===== config.mk =====
export PLATFORM = sky130hd
export DESIGN_NAME = tmds_channel_encoder
export DESIGN_NICKNAME = d
export VERILOG_FILES = /design/src/rtl/tmds_pkg.sv /design/src/rtl/tmds_qm_stage.sv /design/src/rtl/tmds_channel_encoder.sv
export SDC_FILE = /design/constraint.sdc
export NUM_CORES = 1
export LEC_CHECK = 0
export CELL_PAD_IN_SITES_DETAIL_PLACEMENT = 1
export CELL_PAD_IN_SITES_GLOBAL_PLACEMENT = 1
export CORE_MARGIN = 2
export CORE_UTILIZATION = 43
export DETAILED_ROUTE_END_ITERATION = 6
export PLACE_DENSITY_LB_ADDON = 0.1
export SETUP_SLACK_MARGIN = 0.2
export SLEW_MARGIN = 10
export SYNTH_ARGS = -nofsm -noshare
export SYNTH_HDL_FRONTEND = slang
export SYNTH_SLANG_ARGS = --single-unit

===== constraint.sdc =====
create_clock -name clock -period 4.7 [get_ports clock]
set_input_delay 0.94 -clock clock [delete_from_list [all_inputs] [get_ports clock]]
set_output_delay 0.94 -clock clock [all_outputs]
set_load 0.1 [all_outputs]

===== src/rtl/tmds_pkg.sv =====
// Shared constants and helpers for the TMDS channel encoder.
package tmds_pkg;

    // 10-bit control-period codes, indexed by {c1,c0}
    localparam logic [9:0] CTL00        = 10'b1101010100;
    localparam logic [9:0] CTL01        = 10'b0010101011;
    localparam logic [9:0] CTL10        = 10'b0101010100;
    localparam logic [9:0] CTL11        = 10'b1010101011;
    localparam logic [9:0] RESET_SYMBOL = CTL00;

    // Number of ones in an 8-bit word
    function automatic logic [3:0] popcount8(input logic [7:0] v);
        logic [3:0] n;
        n = 4'd0;
        for (int i = 0; i < 8; i++) begin
            n = n + {3'b000, v[i]};
        end
        return n;
    endfunction

endpackage


===== src/rtl/tmds_qm_stage.sv =====
// Stage-1 transition minimisation: 8-bit pixel -> 9-bit q_m word.
// q_m[8] records which chain was used (1 = XOR, 0 = XNOR).
module tmds_qm_stage
    import tmds_pkg::*;
(
    input  logic [7:0] data,
    output logic [8:0] q_m
);

    function automatic logic [8:0] minimise(input logic [7:0] d);
        logic [3:0] n1;
        logic       use_xnor;
        logic [8:0] q;
        n1       = popcount8(d);
        // XNOR chain when it yields fewer transitions
        use_xnor = (n1 > 4'd4) || ((n1 == 4'd4) && !d[0]);
        q        = 9'd0;
        q[0]     = d[0];
        for (int i = 1; i < 8; i++) begin
            q[i] = use_xnor ? ~(q[i-1] ^ d[i]) : (q[i-1] ^ d[i]);
        end
        q[8] = ~use_xnor;
        return q;
    endfunction

    // Purely combinational; the top registers the result
    always_comb begin
        q_m = minimise(data);
    end

endmodule


===== src/rtl/tmds_channel_encoder.sv =====
// One DVI/TMDS channel: 8b pixel or 2b control -> 10b DC-balanced symbol.
// Two register stages: q_m/blank/ctl, then symbol and running disparity.
module tmds_channel_encoder
    import tmds_pkg::*;
#(
    parameter int DISP_W = 5
)
(
    input  logic                     clock,
    input  logic                     reset_n,
    input  logic                     blank,
    input  logic [1:0]               ctl,
    input  logic [7:0]               data,
    output logic [9:0]               symbol,
    output logic signed [DISP_W-1:0] disp
);

    localparam logic signed [DISP_W-1:0] ZERO = '0;
    localparam logic signed [DISP_W-1:0] TWO  = DISP_W'(2);
    localparam logic signed [DISP_W-1:0] EIGHT = DISP_W'(8);

    logic [8:0]               q_m_p0;
    logic [8:0]               q_m_p1;
    logic                     blank_p1;
    logic [1:0]               ctl_p1;
    logic [9:0]               symbol_p2;
    logic signed [DISP_W-1:0] cnt_p2;

    logic [3:0]               n1_p1;
    logic signed [DISP_W-1:0] diff_p1;
    logic                     cnt_pos;
    logic                     cnt_neg;
    logic                     q8;
    logic [9:0]               symbol_nxt;
    logic signed [DISP_W-1:0] cnt_nxt;

    tmds_qm_stage u_qm (
        .data (data),
        .q_m  (q_m_p0)
    );

    // Stage 1 boundary: capture q_m with its blank/ctl; reset looks like a ctl-00 period
    always_ff @(posedge clock or negedge reset_n) begin
        if (!reset_n) begin
            q_m_p1   <= 9'd0;
            blank_p1 <= 1'b1;
            ctl_p1   <= 2'b00;
        end else begin
            q_m_p1   <= q_m_p0;
            blank_p1 <= blank;
            ctl_p1   <= ctl;
        end
    end

    // DC balance: choose inversion from the current disparity and q_m weight
    always_comb begin
        n1_p1      = popcount8(q_m_p1[7:0]);
        // n1 - n0 = 2*n1 - 8
        diff_p1    = DISP_W'({n1_p1, 1'b0}) - EIGHT;
        q8         = q_m_p1[8];
        cnt_pos    = !cnt_p2[DISP_W-1] && (cnt_p2 != ZERO);
        cnt_neg    = cnt_p2[DISP_W-1];
        symbol_nxt = RESET_SYMBOL;
        cnt_nxt    = ZERO;
        if (blank_p1) begin
            case (ctl_p1)
                2'b00:   symbol_nxt = CTL00;
                2'b01:   symbol_nxt = CTL01;
                2'b10:   symbol_nxt = CTL10;
                default: symbol_nxt = CTL11;
            endcase
            cnt_nxt = ZERO;
        end else if ((cnt_p2 == ZERO) || (n1_p1 == 4'd4)) begin
            symbol_nxt = {~q8, q8, q8 ? q_m_p1[7:0] : ~q_m_p1[7:0]};
            cnt_nxt    = q8 ? (cnt_p2 + diff_p1) : (cnt_p2 - diff_p1);
        end else if ((cnt_pos && (n1_p1 > 4'd4)) || (cnt_neg && (n1_p1 < 4'd4))) begin
            symbol_nxt = {1'b1, q8, ~q_m_p1[7:0]};
            cnt_nxt    = cnt_p2 - diff_p1 + (q8 ? TWO : ZERO);
        end else begin
            symbol_nxt = {1'b0, q8, q_m_p1[7:0]};
            cnt_nxt    = cnt_p2 + diff_p1 - (q8 ? ZERO : TWO);
        end
    end

    // Stage 2 boundary: registered symbol and running disparity
    always_ff @(posedge clock or negedge reset_n) begin
        if (!reset_n) begin
            symbol_p2 <= RESET_SYMBOL;
            cnt_p2    <= ZERO;
        end else begin
            symbol_p2 <= symbol_nxt;
            cnt_p2    <= cnt_nxt;
        end
    end

    assign symbol = symbol_p2;
    assign disp   = cnt_p2;

endmodule


==> impl_metrics.yaml <==
status:
  outcome: "complete, no violations"
placed_design:
  gp_congestion: 0.806
  hpwl_um: 3430
  port_buffers: 26
  placed_cells: 249
clocking:
  cts_hold_buf: 0
  cts_tree: "done"
  clk_pin_slew_ns: 0.09
  root_buffer: "clkbuf_8"
  numCtsBuffers: 3
  htreeDepth: 1
  max-clock-path-buffers: 2
  insertion_delay_ns: 0.27
  clock-sinks: 26
worst_setup_path:
  critPathKind: "primary input to flip-flop"
  cp.required_ns: 4.90
  cp.arrival_ns: 4.50
  rrSetupSlack_ns: 0.41
  startpoint_type: "primary input"
  crit_fanout: 4
  cp-end-kind: "flip-flop"
global_route:
  grt_pass1_vias: 1462
  grt_overflow: 0
  grt_max_degree: 27
  grt_use_total: 0.176
  antenna_found_initial: 0
  grt_first_pass_wirelength_um: 6930
layout:
  final_cell_mix: "inv_1 (27), clkdlybuf4s50_1 (26), ha_1 (21)"
  fill_cells: 469
  post-route-util: 0.547
  drive_gt1_frac: 0.182
  diodes: 0
  final_common_cell: "inv_1"
  fin_cells: 255
  seq_area_um2: 658
  final_nets: 251
  multi_input_area_um2: 1220
  syn2layout_area_growth_pct: 22.7
route:
  ant_nets: 0
  vias: 1282
  drt_iter0_drc: 57
  wire_per_inst_um: 16.0
  wl_um: 4080
  viasPerCell: 5.03
  drc: 0
  dr.pass1.iters: 4
job:
  drv_cap: 0
timing:
  timing.final.crit_share: 0.916
  worst_slew_pin_slew_ns: 0.969
  slew_viol_final: 0
  max_slew_margin: 0.352
  hold_viol_final: 0
  fin_crit_ns: 4.31
  fin_skew_ns: 0.00708
  finalSetupViolCount: 0
  max_freq_mhz: 232
  whs_ns: 0.582
  rsz0062_at_grt: "no"
  timing.setup.tns_ns: 0
synth:
  yosys.area.top_type: "dfrtp_1"
  synth_cell_types: 38
  ys_warn_count: 0
  ys_seq_area_frac: 0.339
  synth-async-reset-ratio: 1.00
  synth_area_leaders: "dfrtp_1 (26%), ha_1 (15%), fa_1 (10%)"
  synthCells: 173
  synth_seq_cells: 26
  syn_area_per_cell_um2: 11.2
  syn_area_um2: 1940
  syn_nets: 220
  synth_edf_count: 0
  synth_ff_type: "dfrtp_1"
  synth_top_area_frac: 0.258
die:
  rows: 24
  die_h_um: 71.2
  coreArea_um2: 4350
  top_level_ports: 28
  start_util: 0.446
  dieArea_um2: 5070
  die_x_um: 71.2
hold_path:
  min_path_type: "flip-flop to flip-flop"
metal layers:
layer	global-route usage	wire, um	share of wire
met5	0	0	0
met3	0.0211	93	0.023
met4	0.0545	39	0.0096
met2	0.310	2160	0.53
met1	0.227	1790	0.44
flip-flops by register name, summed over array words and instances (netlist names):
signal / flops
blank_p1: 1
q_m_p1: 9
symbol: 10
disp: 4
ctl_p1: 2
cell families after synthesis:
group                      synth area share
buffers and inverters                0.0676
xor gates and xnor gates              0.162
DFF                                   0.339
other                               0.00193
AOI/OAI and AO/OA                     0.114
muxes                                0.0155
adders and majority gates             0.258
and+or+nand+nor                      0.0431
area by class of cell:
class | count | share of cell area
well taps | 52 | 0.0273
inverters | 28 | 0.0441
repair buffers | 30 | 0.122
flip-flops and latches | 26 | 0.276
clock buffers | 4 | 0.0189
multi-input cells | 115 | 0.512
repair_timing:
item,in CTS,in global routing
gates cloned,0,0
endpoints found under the setup margin,10,13
pin swaps,1,4
setup buffers,0,2
gates resized for setup,3,12
cells in the mapped netlist (2+ instances only):
cell type / number
inv_1: 28
ha_1: 24
dfrtp_1: 20
xnor2_1: 18
fa_1: 10
o21ai_1: 8
dfstp_2: 6
xor2_1: 6
a21oi_1: 5
nor2_1: 5
a211oi_1: 4
o21ai_0: 4
xnor2_2: 4
mux2i_1: 3
a21o_1: 2
clkbuf_1: 2
nand3_1: 2
o21bai_1: 2
through the flow:
stage / worst slack, ns / cell area [um2]
floorplan: 0.572 / 1940
global placement: 0.270 / 2260
detailed placement: 0.0886 / 2260
CTS: 0.174 / 2310
global route: 0.174 / 2380
finish: 0.395 / 2380
critical path, stage by stage:
cell and delay [ns]:
clkdlybuf4s50_1 0.45, ha_1 0.33, inv_1 0.11, fa_1 0.43
fa_1 0.49, inv_1 0.05, fa_1 0.40, fa_1 0.46
nor3b_1 0.22, o22ai_1 0.12, buf_4 0.16, xnor2_2 0.19
xnor2_1 0.13
worst paths after layout:
kind	from	to	depth (start not counted)
worst max register to register	q_m_p1[0]$_DFF_PN0_	disp[3]$_DFF_PN0_	15
max in group asynchronous	reset_n	symbol[2]$_DFF_PN1_	2
worst min-delay path	q_m_p1[4]$_DFF_PN0_	symbol[4]$_DFF_PN1_	2
min in group asynchronous	reset_n	symbol[0]$_DFF_PN0_	2
worst max-delay path	data[0]	q_m_p1[7]$_DFF_PN0_	13
worst min register to register	q_m_p1[4]$_DFF_PN0_	symbol[4]$_DFF_PN1_	2
Power is left out: the tool's default activity adds up to more than one toggle a clock period on the data nets, which glitch-free logic cannot reach.
